[src/rtl/int_port_balancer.sv]
`default_nettype none
// ============================================================================
// Module : int_port_balancer
// Steers renamed integer uops to ALU issue ports: least-loaded selection with
// INT_PORT_LOAD_BALANCE_EN defined, plain round-robin otherwise.
// Rev    : 1.0
// ============================================================================
module int_port_balancer #(
  parameter  int NUM_UOPS  = 4,
  parameter  int NUM_PORTS = 4,
  parameter  int IQ_SIZE   = 8,
  localparam int CNT_W     = $clog2(IQ_SIZE + 1),
  localparam int PORT_W    = $clog2(NUM_PORTS)
) (
  input  logic                          clk,
  input  logic                          rst,
  input  logic [NUM_UOPS-1:0]           IN_valid,
  input  logic [NUM_UOPS-1:0]           IN_isInt,
  input  logic [NUM_UOPS-1:0]           IN_stall,
  input  logic [NUM_PORTS-1:0]          IN_deq,
  input  logic                          IN_flush,
  output logic [NUM_UOPS*PORT_W-1:0]    OUT_order,
  output logic [NUM_PORTS*CNT_W-1:0]    OUT_portCnt
);

  localparam int c_acc_w = $clog2(NUM_UOPS + 1);
  // Wide enough for a saturated counter plus every slot of one cycle.
  localparam int c_sum_w = $clog2(IQ_SIZE + NUM_UOPS + 1);
  localparam logic [c_sum_w-1:0] c_sum_max = c_sum_w'(IQ_SIZE);

  logic [CNT_W-1:0]   r_cnt [NUM_PORTS];
  logic [PORT_W-1:0]  r_rr;

  logic [NUM_UOPS-1:0] w_int;
  logic [NUM_UOPS-1:0] w_accept;
  logic [PORT_W-1:0]   w_order [NUM_UOPS];
  logic [c_acc_w-1:0]  w_acc [NUM_PORTS];
  logic [c_acc_w-1:0]  w_acc_total;
  logic [c_sum_w-1:0]  w_sum [NUM_PORTS];
  logic [CNT_W-1:0]    w_cnt_nxt [NUM_PORTS];

  assign w_int    = IN_valid & IN_isInt;
  assign w_accept = w_int & ~IN_stall;

`ifdef INT_PORT_LOAD_BALANCE_EN
  logic [c_sum_w-1:0] w_load [NUM_PORTS];
  logic [PORT_W-1:0]  w_best;
  logic [PORT_W-1:0]  w_idx;

  // Strict less-than keeps the first candidate in scan order from r_rr on ties.
  always_comb begin : p_assign
    w_best = '0;
    w_idx  = '0;
    for (int p = 0; p < NUM_PORTS; p++) w_load[p] = c_sum_w'(r_cnt[p]);
    for (int s = 0; s < NUM_UOPS; s++) begin
      w_order[s] = '0;
      if (w_int[s]) begin
        w_best = r_rr;
        for (int j = 1; j < NUM_PORTS; j++) begin
          w_idx = r_rr + PORT_W'(j);
          if (w_load[w_idx] < w_load[w_best]) w_best = w_idx;
        end
        w_order[s]     = w_best;
        w_load[w_best] = w_load[w_best] + c_sum_w'(1);
      end
    end
  end
`else
  logic [PORT_W-1:0] w_k;

  always_comb begin : p_assign
    w_k = '0;
    for (int s = 0; s < NUM_UOPS; s++) begin
      w_order[s] = '0;
      if (w_int[s]) begin
        w_order[s] = r_rr + w_k;
        w_k        = w_k + PORT_W'(1);
      end
    end
  end
`endif

  always_comb begin : p_accept
    w_acc_total = '0;
    for (int p = 0; p < NUM_PORTS; p++) begin
      w_acc[p] = '0;
      for (int s = 0; s < NUM_UOPS; s++) begin
        if (w_accept[s] && (w_order[s] == PORT_W'(p))) w_acc[p] = w_acc[p] + c_acc_w'(1);
      end
    end
    for (int s = 0; s < NUM_UOPS; s++) begin
      if (w_accept[s]) w_acc_total = w_acc_total + c_acc_w'(1);
    end
  end

  // Dequeue is applied before clamping so a full port that accepts and issues holds at IQ_SIZE.
  always_comb begin : p_cnt_next
    for (int p = 0; p < NUM_PORTS; p++) begin
      w_sum[p] = c_sum_w'(r_cnt[p]) + c_sum_w'(w_acc[p]);
      if (IN_deq[p] && (w_sum[p] != '0)) w_sum[p] = w_sum[p] - c_sum_w'(1);
      w_cnt_nxt[p] = (w_sum[p] > c_sum_max) ? CNT_W'(IQ_SIZE) : w_sum[p][CNT_W-1:0];
    end
  end

  always_ff @(posedge clk or posedge rst) begin : p_state
    if (rst) begin
      for (int p = 0; p < NUM_PORTS; p++) r_cnt[p] <= '0;
      r_rr <= '0;
    end else if (IN_flush) begin
      for (int p = 0; p < NUM_PORTS; p++) r_cnt[p] <= '0;
      r_rr <= '0;
    end else begin
      for (int p = 0; p < NUM_PORTS; p++) r_cnt[p] <= w_cnt_nxt[p];
      r_rr <= r_rr + PORT_W'(w_acc_total);
    end
  end

  always_comb begin : p_outputs
    OUT_order   = '0;
    OUT_portCnt = '0;
    for (int s = 0; s < NUM_UOPS; s++) OUT_order[s*PORT_W +: PORT_W] = w_order[s];
    for (int p = 0; p < NUM_PORTS; p++) OUT_portCnt[p*CNT_W +: CNT_W] = r_cnt[p];
  end

endmodule
`default_nettype wire

[config.mk]
export PLATFORM = sky130hd
export DESIGN_NAME = int_port_balancer
export DESIGN_NICKNAME = d
export VERILOG_FILES = /design/src/rtl/int_port_balancer.sv
export SDC_FILE = /design/constraint.sdc
export NUM_CORES = 1
export LEC_CHECK = 0
export ABC_AREA = 0
export BUFFER_PORTS_ARGS = -buffer_cell sky130_fd_sc_hd__buf_2
export CORE_MARGIN = 1.5
export CORE_UTILIZATION = 55
export DETAILED_ROUTE_END_ITERATION = 10
export PLACE_DENSITY_LB_ADDON = 0.1
export RECOVER_POWER = 100
export SLEW_MARGIN = 40
export SYNTH_ARGS = -nofsm -noshare
export SYNTH_HDL_FRONTEND = slang
export SYNTH_SLANG_ARGS = --single-unit
export TNS_END_PERCENT = 20
[constraint.sdc]
create_clock -name clk -period 7.9 [get_ports clk]
set_clock_uncertainty 0.1 [all_clocks]
set_input_delay 0 -clock clk [delete_from_list [all_inputs] [get_ports clk]]
set_output_delay 0 -clock clk [all_outputs]
set_load 0.05 [all_outputs]
======== Word level (Yosys, flattened, before mapping) ========
Index checks and enable logic that the tools add are counted.
storage, ports and cells
  flip-flop bits (word level) ............. 18
  input bits .............................. 19
  output and inout bits ................... 24
  logic and storage cells ................. 118
cells by class
  add/sub/neg operators ................... 29
  $lt $le $gt $ge ......................... 4
  equal/unequal tests ..................... 12
  mux-type cells .......................... 37
  bitwise gates (word level) .............. 3
  reduce and logical (&&, ||, !) cells .... 28
operators by type and width
  cell                 count
  $add 3x1->3 const B  12
  $mux 3               12
  $mux 4               8
  $logic_and 1x1->1    20
  $mux 2               10
  $add 4x3->4          4
  $eq 2x2->1 const B   8
  $gt 4x4->1 const B   4
  $mux 16              1
  $reduce_bool 4->1    4
  $sub 4x1->4 const B  4
  $add 2x1->2 const B  4
  $add 2x2->2          4
  $and 4x4->4          2
  $eq 2x1->1 const B   4
  $logic_not 2->1      4
  $mux 1               6
  $not 4->4            1
  $add 1x1->2 const B  1

======== Depth between registers and ports, before layout ========
Gate-level depths: netlist (run 1).
  depth in word-level cells ............... 18
  gate-level depth with buffers ........... 20
  gate-level depth less buffers ........... 20

======== Least setup slack after synthesis (run 1) ========
OpenSTA, ideal clock, no wires.
  path type ............................... register to register
  from .................................... register r_rr[0]
  to ...................................... register r_cnt, in the netlist OUT_portCnt[9]
  setup time .............................. 0.125 ns
  arrival ................................. 4.230 ns
  data required time ...................... 7.675 ns
  setup slack ............................. 3.445 ns
  cell stages (with the launch flop) ...... 17
  path buffers ............................ 0
  period minus slack after synthesis ...... 4.455 ns
  path through ............................ dfrtp_1 > ha_1 > xor2_1 > nand2_1 > inv_1 > nand2_1 > inv_1 > ha_1 > xor2_1 > ha_1 > mux2_2 > ha_1 > a21o_1 > a21oi_1 > xnor2_1 > mux2_2 > a2111oi_0
between the ends
  longest elaborated chain between the ends .. 17
  elaborated cells on any way between the ends .. 30
  classes of those cells .................. add/sub: 8; order compare: 1; eq/ne: 4; mux: 11; reduce/logical: 6
RTL lines
  element                                              RTL line  source
  from (decl)                                          32        logic [PORT_W-1:0] r_rr;
  from (signal assigned)                               114       r_rr <= r_rr + PORT_W'(w_acc_total);
  $mux 2 (*)                                           75        if (w_int[s]) begin
  net OUT_order[0]                                     22        output logic [NUM_UOPS*PORT_W-1:0] OUT_order,
  $eq 2x2->1 (*)                                       88        if (w_accept[s] && (w_order[s] == PORT_W'(p))) w_acc[p] = w_acc[p] + c_acc_w'(1);
  $logic_and 1x1->1 (*)                                88
  $mux 1 (*)                                           88
  $add 3x1->3                                          88
  $mux 3 (*)                                           88
  $add 3x1->3                                          88
  $mux 3 (*)                                           88
  $add 3x1->3                                          88
  $mux 3 (*)                                           88
  $add 4x3->4 (*)                                      99        w_sum[p] = c_sum_w'(r_cnt[p]) + c_sum_w'(w_acc[p]);
  branches (longest 2 deep; another with $sub 4x1->4)  --
  $mux 4 (*)                                           100       if (IN_deq[p] && (w_sum[p] != '0)) w_sum[p] = w_sum[p] - c_sum_w'(1);
  $gt 4x4->1                                           101       w_cnt_nxt[p] = (w_sum[p] > c_sum_max) ? CNT_W'(IQ_SIZE) : w_sum[p][CNT_W-1:0];
  $mux 4 (*)                                           101
  $mux 16 (*)                                          109       end else if (IN_flush) begin
  to (decl)                                            31        logic [CNT_W-1:0] r_cnt [NUM_PORTS];
Mark *: on every way through the listed nets, which the timed path passes.

======== Final worst setup path (run 1) ========
  from .................................... register r_rr[1]
  to ...................................... register r_cnt, in the netlist OUT_portCnt[1]
between the ends
  longest elaborated chain between the ends .. 17
  elaborated cells on any way between the ends .. 30
  classes of those cells .................. add/sub: 8; order compare: 1; mux: 11; reduce/logical: 10
RTL lines
  element                                              RTL line
  $mux 2                                               75
  $logic_not 2->1                                      88
  $logic_and 1x1->1                                    88
  $mux 1                                               88
  $add 3x1->3                                          88
  $mux 3                                               88
  $add 3x1->3                                          88
  $mux 3                                               88
  $add 3x1->3                                          88
  $mux 3 (*)                                           88
  $add 4x3->4 (*)                                      99
  branches (longest 2 deep; another with $sub 4x1->4)  --
  $mux 4 (*)                                           100
  $gt 4x4->1                                           101
  $mux 4 (*)                                           101
  $mux 16 (*)                                          109
Mark *: on every way between the ends.

==> summary.md, run 1 <==
| Metric | Value |
|---|---|
| Sequential area share after synthesis | `a little under a fifth` |
| Peak VDD IR | `around 160 uV` |
| WHS Path Cells | `2` |
| Req. time, crit path | `around 8000 ps` |
| Initial antenna violation count | `0` |
| Worst skew pair latency | `between 200 and 300 ps` |
| R2r startpoint | `r_rr[1]` |
| Layout cell share with drive strength beyond 1 | `roughly a tenth` |
| First-pass GRT wire length | `about 8.8 mm` |
| Area grow syn2layout | `13.4%` |
| Syn avg cell area | `8.76 um2` |
| Ant diodes | `0` |
| Worst EP arrival | `about 4400 ps` |
| Gpl congestion | `roughly 0.95` |
| Max FO, Critical Path | `8` |
| Initial DRT Pass Iterations | `4` |
| Max_slew headroom | `between 50% and 60%` |
| Final net count | `approximately 390` |
| Vias | `about 2000` |
| Row cnt | `23` |
| PwrDens | `239 nW/um2` |
| Unique cell type count in the Yosys netlist | `41` |
| Area of the multi-input gates | `1800 um2` |
| Setup_tns | `0 ps` |
| DP Area | `2660 um2` |
| Reg2Reg Depth | `11` |
| Status | `finished, final reports clean` |
| Initial cell density of the core | `just under 60%` |
| DP Wirelength | `~4 mm` |
| Setup ws final | `3500 ps` |
| Hold crit path type | `in2reg` |
| Overall routing resource usage | `21.8%` |
| Cells after Synth | `275` |
| Reg clk slew, reported paths | `roughly 70 ps` |
| FF/Latch Area | `between 400 and 500 um2` |
| Fin crit period | `about 4400 ps` |
| Die ar. | `about 4800 um2` |
| Worst path slowest cell | `dfrtp_1` |
| Capturing point of the worst reg2reg path | `OUT_portCnt[1]` |
| Core area | `between 4000 and 5000 um2` |
| Die X | `around 69 um` |
| Least-Margin Pin Slew | `around 720 ps` |
| CP Capture Type | `register` |
| Synthesized area | `roughly 2400 um2` |
| Peak Freq | `227 MHz` |
| IO Pins | `43` |
| Fin crit share | `55.7%` |
| Kind of critical path | `reg2reg` |
| Clock Path Buffers | `2` |
| Via/cell ratio | `~5.4` |
| # port buffers | `42` |
| Root Driver | `clkbuf_8` |
| GR Overflow Total | `0` |
| Final Instance Area | `approximately 2700 um2` |
| CP startpoint kind | `register` |
| Final hold vios | `0` |
| Vias in the first global route | `2009` |
| Post-CTS Setup Inserts | `0` |
| Die Y | `roughly 69 um` |
| Final Routed Wirelength | `~5 mm` |
| Drc violations | `0` |
| Filler cell count | `between 300 and 400` |
| Avg WL per Cell | `13.5 um` |
| Largest net degree at the start of global routing | `19` |
| Worst hold endpoint | `r_rr[1]` |
| Leakage | `around 0.0014 uW` |
| HP Start | `IN_flush` |
| Max-cap violations | `0` |
| H-tree depth | `1` |
| Core Util, Final | `~66%` |
| CP cell instances | `xor3_1 > or4_1 > mux2i_1 > ha_1 > mux2_2 > ha_1 > a21o_1 > a21oi_1 > xnor2_1 > mux2_2 > a2111oi_0` |
| ANT nets after route | `0` |
| Slew Viols, Final | `0` |
| Synthesized Nets | `338` |
| RSZ-0062 raised after global routing | `false` |
| Yosys warning total | `0` |
| Worst Hold Slack | `24.9 ps` |
| Post-place setup slack | `~3400 ps` |
| Setup slack, reg-to-reg | `between 3000 and 4000 ps` |
| CTS Buf Count | `3` |
| Flops & latches, synth | `18` |
| CTS tree | `built` |
| First DRT Iteration DRCs | `~100` |
| Critical Path Max Stage Delay | `around 530 ps` |
| Clock sinks | `18` |
| Final setup fails | `0` |
-- cells in the final DEF, fill, tap and decap left out, types with 2 or more instances in the layout --
master,Yosys,layout
dfrtp_1,18,18
nor3_1,5,5
a221oi_1,2,2
a21o_1,4,4
mux2_2,6,6
nand2_1,25,25
a2111oi_0,4,4
xnor2_1,18,18
buf_2,0,17
a21oi_1,13,13
and2_1,3,2
fa_1,4,4
ha_1,40,40
clkbuf_8,0,4
nor2_1,12,12
a211o_1,2,2
nor2b_1,7,7
clkbuf_1,2,24
inv_1,35,34
dlygate4sd3_1,0,5
o21ai_0,9,9
mux2i_1,11,12
a211oi_1,2,2
nand3_1,12,12
o211a_1,4,4
xor2_1,13,13
and4_1,2,2
a31oi_1,2,2
o21a_1,2,2
and3_1,4,4
-- sequential cells by signal, summed over array words and instances, names as in the netlist --
register and cells:
OUT_portCnt 16, r_rr 2
-- what timing repair did --
item	CTS	global route
gates resized for setup	0	0
hold buffers	5	0
hold endpoints to repair	24	0
-- metal layers --
layer | vias to the layer above | global-route usage (%) | part of all wire [%]
li1 | 1042 | - | -
met1 | 913 | 29.9 | 50
met2 | 47 | 36.6 | 45
met3 | 8 | 2.18 | 3.5
met4 | 0 | 6.10 | 1.4
met5 | - | 0 | 0
-- kinds of logic (layout without fill, tap and decap cells) --
group,after synthesis,in the layout,synth area share (%)
muxes,18,18,7.95
buffers and inverters,38,86,6.23
and+or+nand+nor,77,77,16.7
DFF,18,18,18.7
adders and majority gates,44,44,24.1
AOI/OAI and AO/OA,47,47,13.4
xor gates and xnor gates,33,33,12.9
-- cells in the mapped netlist --
| library cell | instances | area (um2) |
|---|---|---|
| a2111oi_0 | 4 | 35.0 |
| a211o_1 | 2 | 17.5 |
| a211oi_1 | 2 | 15.0 |
| a21o_1 | 4 | 30.0 |
| a21oi_1 | 13 | 65.1 |
| a221oi_1 | 2 | 17.5 |
| a22o_1 | 1 | 8.76 |
| a31oi_1 | 2 | 12.5 |
| a31oi_2 | 1 | 12.5 |
| and2_1 | 3 | 18.8 |
| and3_1 | 4 | 25.0 |
| and3b_1 | 1 | 8.76 |
| and4_1 | 2 | 17.5 |
| buf_6 | 1 | 11.3 |
| clkbuf_1 | 2 | 7.51 |
| dfrtp_1 | 18 | 450 |
| fa_1 | 4 | 80.1 |
| ha_1 | 40 | 500 |
| inv_1 | 35 | 131 |
| mux2_2 | 6 | 67.6 |
| mux2i_1 | 11 | 110 |
| mux2i_2 | 1 | 13.8 |
| nand2_1 | 25 | 93.8 |
| nand2b_1 | 1 | 6.26 |
| nand3_1 | 12 | 60.1 |
| nand3_2 | 1 | 10.0 |
| nor2_1 | 12 | 45.0 |
| nor2b_1 | 7 | 43.8 |
| nor3_1 | 5 | 25.0 |
| nor4_4 | 1 | 21.3 |
| nor4bb_1 | 1 | 10.0 |
| o211a_1 | 4 | 40.0 |
| o21a_1 | 2 | 15.0 |
| o21ai_0 | 9 | 45.0 |
| o31ai_1 | 1 | 7.51 |
| or2_2 | 1 | 6.26 |
| or4_4 | 1 | 11.3 |
| xnor2_1 | 18 | 158 |
| xnor2_2 | 1 | 16.3 |
| xor2_1 | 13 | 114 |
| xor3_1 | 1 | 23.8 |
-- final cells by class --
type	instances	share of cell area, %
Clock buffer	4	2.02
Inverter	35	4.81
Multi-Input combinational cell	219	65.9
Sequential cell	18	16.5
Tap cell	50	2.29
Timing Repair Buffer	47	8.43
-- through the flow --
stage | instances | power (uW)
global route | 373 | 710
CTS | 373 | 660
global placement | 364 | 572
detailed placement | 364 | 579
floorplan | 275 | 489
finish | 373 | 651
-- power breakdown --
part / switching, uW / internal [uW] / leakage [uW]
registers: 21.2 / 119 / 0.000245
logic: 287 / 145 / 0.00117
clock network: 34.2 / 44.4 / 0.0000288
total: 343 / 309 / 0.00145
-- critical path: cells and delay by family (launching register included) --
family          cells  cell delay (ps)
simple gates        1              520
fa+ha+maj           2              580
mux                 3              990
flops               1              530
xor+xnor            2              810
compound gates      3              740
-- worst max path at each step --
stage	start	end	slack, ps	depth (start not counted)
6_report	r_rr[1]	OUT_portCnt[1]	3500	11
5_1_grt	r_rr[1]	OUT_portCnt[1]	3300	11
4_1_cts	r_rr[1]	OUT_portCnt[1]	3620	11
3_5_place_dp	IN_valid[0]	OUT_portCnt[9]	3430	16
3_3_place_gp	IN_valid[0]	OUT_portCnt[9]	3590	16
2_1_floorplan	r_rr[0]	OUT_portCnt[9]	3450	16
Note: power is estimated with default switching activity, not from simulation.
==> inputs of run 2 (changes only) <==
--- a/config.mk
+++ b/config.mk
@@ -5,7 +5,7 @@
 export SDC_FILE = /design/constraint.sdc
 export NUM_CORES = 1
 export LEC_CHECK = 0
-export ABC_AREA = 0
+export ABC_AREA = 1
 export BUFFER_PORTS_ARGS = -buffer_cell sky130_fd_sc_hd__buf_2
 export CORE_MARGIN = 1.5
 export CORE_UTILIZATION = 55
==> constraint.sdc (replaced) <==
create_clock -name clk -period 4.55 [get_ports clk]
set_clock_uncertainty 0.1 [all_clocks]
set_input_delay 0 -clock clk [delete_from_list [all_inputs] [get_ports clk]]
set_output_delay 0 -clock clk [all_outputs]
set_load 0.05 [all_outputs]
==> summary.md, run 2 <==
| Metric | Value |
|---|---|
| Final net count | `between 500 and 600` |
| Core area | `~4400 um2` |
| RSZ-0062 raised after global routing | `false` |
| Top-count cell post-synth | `nand2_1` |
| Yosys warning total | `0` |
| Post-CTS Setup Inserts | `0` |
| Most frequent cells in the layout | `nand2_1, inv_1, ha_1, nor2_1, nand3_1` |
| IO Pins | `43` |
| Req. time, crit path | `4600 ps` |
| Final setup fails | `0` |
| Initial antenna violation count | `0` |
| CP cell instances | `ha_1 > nand2_1 > inv_1 > nor3_2 > inv_1 > nand2_1 > inv_1 > ha_1 > nand3_1 > nand2_1 > inv_1 > ha_1 > nand2_1 > nand2_1 > inv_1 > fa_1 > ha_1 > inv_1 > nor2_1 > nand3_1 > nand2_1 > inv_1 > o21ai_0 > nor2_1` |
| Final hold vios | `0` |
| GR Overflow Total | `0` |
| First-pass GRT wire length | `approximately 9.4 mm` |
| Hold crit path type | `in2reg` |
| Peak VDD IR | `~380 uV` |
| Max_slew headroom | `51.5%` |
| CTS Buf Count | `3` |
| Initial DRT Pass Iterations | `4` |
| Synthesized area | `2520 um2` |
| Ant diodes | `0` |
| Largest net degree at the start of global routing | `19` |
| Least-Margin Pin Slew | `727 ps` |
| Total power | `approximately 1400 uW` |
| Flops & latches, synth | `18` |
| Number of placed cells counting well taps | `around 480` |
| Vias in the first global route | `2396` |
| Status | `finished, final reports clean` |
| Layout cell share with drive strength beyond 1 | `approximately 8%` |
| Synth top cells by count | `nand2_1, inv_1, ha_1` |
| Final cell count without fillers | `roughly 490` |
| Asr flop ratio synth | `between 90% and 100%` |
| Slew Viols, Final | `0` |
| Die Y | `~71 um` |
| Peak Freq | `~250 MHz` |
| Core Util, Final | `roughly 65%` |
| Drc violations | `0` |
| Max FFs per register | `16` |
| Cells after Synth | `just under 400` |
| Cell mode on critical path | `inv_1` |
| Clock Path Buffers | `2` |
| Vias | `~2400` |
| Critical Path Max Stage Delay | `600 ps` |
| Overall routing resource usage | `roughly 23%` |
| Initial cell density of the core | `a little under three fifths` |
| Synth area leader | `ha_1` |
| CP Buf/Inv Count | `7` |
| Kind of critical path | `reg2reg` |
| Setup_tns | `0 ps` |
| Via/cell ratio | `4.91` |
| H-tree depth | `1` |
| Die ar. | `4990 um2` |
| Leakage | `approximately 0.0017 uW` |
| ANT nets after route | `0` |
| Syn avg cell area | `6.47 um2` |
| Synth top area cells | `ha_1, dfrtp_1, nand2_1` |
| Worst EP arrival | `around 4000 ps` |
| Synthesized Nets | `about 450` |
| Commonest non-fill, non-tap cell in the layout | `nand2_1` |
| Fin crit period | `3940 ps` |
| Die X | `between 70 and 80 um` |
| Avg WL per Cell | `10.7 um` |
| PwrDens | `479 nW/um2` |
| Clock sinks | `18` |
| Worst path slowest cell | `fa_1` |
| Post-synth EDFFs | `0` |
| Unique cell type count in the Yosys netlist | `27` |
| Fin crit share | `approximately 87%` |
| Max FO, Critical Path | `4` |
| Share of the synthesized area in the top cell type | `between 10% and 20%` |
| Sequential area share after synthesis | `~18%` |
| Synth Flop Type | `dfrtp_1` |
| Root Driver | `clkbuf_8` |
| CTS tree | `built` |
| Reg clk slew, reported paths | `about 70 ps` |
| Area grow syn2layout | `14.0%` |
| CP startpoint kind | `register` |
| Worst skew pair latency | `260 ps` |
| Gpl congestion | `0.875` |
| CP top delay family | `adder cells` |
| Max-cap violations | `0` |
| Filler cell count | `420` |
| # port buffers | `42` |
| First DRT Iteration DRCs | `just under 90` |
| CP Capture Type | `register` |
| Final Routed Wirelength | `5.25 mm` |
| DP Wirelength | `4.33 mm` |
| Row cnt | `24` |
==> run 2: cell count changes after synthesis, sizes merged, moves of 6 or more <==
cell | previous run | this run
nand2 | 25 | 124
inv | 35 | 80
nor2 | 12 | 38
nand3 | 13 | 30
mux2i | 12 | 0
xnor2 | 19 | 7
nand3b | 0 | 7
nand4 | 0 | 7
nor2b | 7 | 0
mux2 | 6 | 0
==> run 2: path summary, 6_finish.rpt <==
kind	startpoint	endpoint	slack, ps	depth (start not counted)
max in group asynchronous	rst	OUT_portCnt[14]	3580	3
hold / removal	IN_stall[3]	r_rr[1]	70	5
setup / recovery	r_rr[0]	OUT_portCnt[6]	610	24
setup reg to reg	r_rr[0]	OUT_portCnt[6]	610	24
hold reg to reg	r_rr[0]	r_rr[0]	600	3
min in group asynchronous	rst	OUT_portCnt[2]	310	3
==> run 2: repair_timing <==
| action | CTS | global route |
|---|---|---|
| endpoints found under the setup margin | 0 | 0 |
| resized for setup | 0 | 0 |
| endpoints found under the hold margin | 25 | 0 |
| hold buffers | 6 | 0 |
==> run 2: through the flow <==
stage | setup slack [ps] | hold slack, ps | area, um2
final | 610 | 65.8 | 2870
after global routing | 168 | 109 | 2870
after detailed placement | 630 | 46.6 | 2790
after global placement | 711 | 36.8 | 2790
after floorplan | 36.4 | -161 | 2520
after CTS | 601 | 49.6 | 2900
==> run 2: metal layers <==
layer | global-route usage [%] | wire length (um)
met1 | 28.0 | 2410
met2 | 41.8 | 2500
met3 | 2.71 | 270
met4 | 7.55 | 77
met5 | 0 | 0
==> run 2: cell families (layout without fill, tap and decap cells) <==
family | count (synthesis) | in the layout | synth area share [%]
AO/OA/AOI/OAI | 16 | 16 | 3.28
XOR/XNOR | 18 | 18 | 7.30
AND/OR/NAND/NOR | 211 | 211 | 35.9
flip-flops | 18 | 18 | 17.9
adder cells (fa/ha/maj) | 44 | 44 | 23.1
buffers and inverters | 82 | 133 | 12.6
==> run 2: final cells by class <==
cell class	instances	area, um2	share of cell area, %
multi-input combinational	289	1750	61.1
timing repair buffer	48	240	8.37
inverter	81	305	10.6
sequential	18	450	15.7
tap	52	65.1	2.27
clock buffer	4	55.1	1.92
==> run 2: tightest hold or removal path, stage by stage <==
cell	delay, ps
buf_2	90
nor2_1	70
nand2_1	90
nor2_1	50
nor2_1	90
==> run 2: power by group <==
group	total, uW	internal, uW	switching [uW]
registers	267	219	48.2
clock network	137	77.1	59.8
logic	971	302	670
==> inputs of run 3 (changes only) <==
--- a/config.mk
+++ b/config.mk
@@ -6,7 +6,7 @@
 export NUM_CORES = 1
 export LEC_CHECK = 0
 export ABC_AREA = 1
-export BUFFER_PORTS_ARGS = -buffer_cell sky130_fd_sc_hd__buf_2
+export BUFFER_PORTS_ARGS = -buffer_cell sky130_fd_sc_hd__buf_4
 export CORE_MARGIN = 1.5
 export CORE_UTILIZATION = 55
 export DETAILED_ROUTE_END_ITERATION = 10
==> summary.md, run 3 (synthesis gave the netlist of run 2 again) <==
| Metric | Value |
|---|---|
| Cells resized by post-CTS repair | `0` |
| PwrDens | `~470 nW/um2` |
| Vias | `roughly 2400` |
| Worst Hold Slack | `around 70 ps` |
| Slew Viols, Final | `0` |
| Filler cell count | `436` |
| Max FFs per register | `16` |
| Avg WL per Cell | `between 10 and 15 um` |
| Initial cell density of the core | `57.4%` |
| Root Driver | `clkbuf_8` |
| Via/cell ratio | `between 4 and 5` |
| Req. time, crit path | `between 4000 and 5000 ps` |
| ANT nets after route | `0` |
| Layout cell share with drive strength beyond 1 | `under 10%` |
| Reg2Reg Depth | `25` |
| Drc violations | `0` |
| Core Util, Final | `66.4%` |
| Initial antenna violation count | `0` |
| CTS Buf Count | `3` |
| M1 wire length | `approximately 2.5 mm` |
| Fin crit share | `89.1%` |
| CP startpoint kind | `register` |
| H-tree depth | `1` |
| Initial DRT Pass Iterations | `4` |
| Routed wl met3 | `roughly 150 um` |
| Area of the multi-input gates | `between 1500 and 2000 um2` |
| Final setup fails | `0` |
| Largest net degree at the start of global routing | `19` |
| Top Layer Used | `met4` |
| FF/Latch Area | `roughly 450 um2` |
| CTS tree | `built` |
| Peak Freq | `about 250 MHz` |
| # port buffers | `42` |
| Final Routed Wirelength | `roughly 5.2 mm` |
| Area grow syn2layout | `15.6%` |
| WHS Path Cells | `6` |
| GR Overflow Total | `0` |
| Peak VDD IR | `between 300 and 400 uV` |
| Die Y | `70.7 um` |
| Gpl congestion | `0.869` |
| DP Wirelength | `4.35 mm` |
| Fin crit period | `4050 ps` |
| Reg clk slew, reported paths | `about 70 ps` |
| Row cnt | `24` |
| First DRT Iteration DRCs | `a little over 100` |
| First-pass GRT wire length | `approximately 9.3 mm` |
| Met2 WL | `~2.5 mm` |
| Overall routing resource usage | `a little under a quarter` |
| Status | `finished, final reports clean` |
| Max FO, Critical Path | `4` |
| Core area | `about 4400 um2` |
| Max-cap violations | `0` |
| CP Capture Type | `register` |
| Clock sinks | `18` |
| Commonest non-fill, non-tap cell in the layout | `nand2_1` |
| Worst EP arrival | `4090 ps` |
| Leakage | `0.00173 uW` |
| Hold crit path type | `in2reg` |
| Most frequent cells in the layout | `nand2_1, inv_1, ha_1, nor2_1, nand3_1` |
| Worst skew pair latency | `around 250 ps` |
| Die X | `between 70 and 80 um` |
| Setup_tns | `0 ps` |
| Clock Path Buffers | `2` |
| Vias in the first global route | `2251` |
| Final net count | `approximately 510` |
| Ant diodes | `0` |
| Max_slew headroom | `55.1%` |
| Final hold vios | `0` |
| Least-Margin Pin Slew | `approximately 670 ps` |
| IO Pins | `between 40 and 50` |
| Die ar. | `between 4000 and 5000 um2` |
| RSZ-0062 raised after global routing | `false` |
| Kind of critical path | `reg2reg` |
[run 3: cell type report]
class | count | share of cell area [%]
clock buffer | 3 | 1.42
inverter | 81 | 10.5
multi-input combinational | 289 | 60.2
sequential | 18 | 15.5
tap | 52 | 2.23
timing repair buffer | 49 | 10.2
[run 3: repair_timing]
action / 4_1_cts / 5_1_grt
endpoints found under the hold margin: 25 / 0
buffers inserted: 0 / 0
hold buffers: 6 / 0
[run 3: path summary, 6_finish.rpt]
path,end,startpoint,slack [ps]
hold reg to reg,OUT_portCnt[0],OUT_portCnt[0],620
setup / recovery,OUT_portCnt[6],r_rr[0],500
hold / removal,r_rr[1],IN_stall[3],70
max in group asynchronous,OUT_portCnt[14],rst,3810
setup reg to reg,OUT_portCnt[6],r_rr[0],500
min in group asynchronous,OUT_portCnt[2],rst,220
[run 3: per-stage QoR]
step	cells	total power, uW	setup WS (ps)	instance area [um2]
after floorplan	389	1060	36.4	2520
after global placement	483	1280	604	2900
after detailed placement	483	1290	498	2900
after CTS	492	1420	470	3000
after global routing	492	1520	105	2910
final	492	1360	498	2910
[run 3: per-layer routing]
metal  GRT usage (%)  vias up
li1                -     1297
met1            29.3     1078
met2            41.8       40
met3            1.71        4
met4            5.24        0
met5               0        -
[run 3: worst max-delay path: stages (launching register included)]
cell and delay, ps:
dfrtp_1 430, ha_1 260, nand2_1 100, inv_1 60
nor3_2 220, inv_1 90, nand2_1 100, inv_1 70
ha_1 310, inv_1 60, nand2_1 50, nand2_1 90
inv_1 50, ha_1 260, nand2_1 50, nand2_1 80
inv_1 60, fa_1 600, ha_1 180, inv_1 40
nor2_1 100, nand3_1 120, nand2_1 140, inv_1 80
o21ai_0 160, nor2_1 80
[run 3: power by group]
group,internal [uW],switching (uW)
clock,58.9,55.4
combinational,312,662
sequential,219,48.7
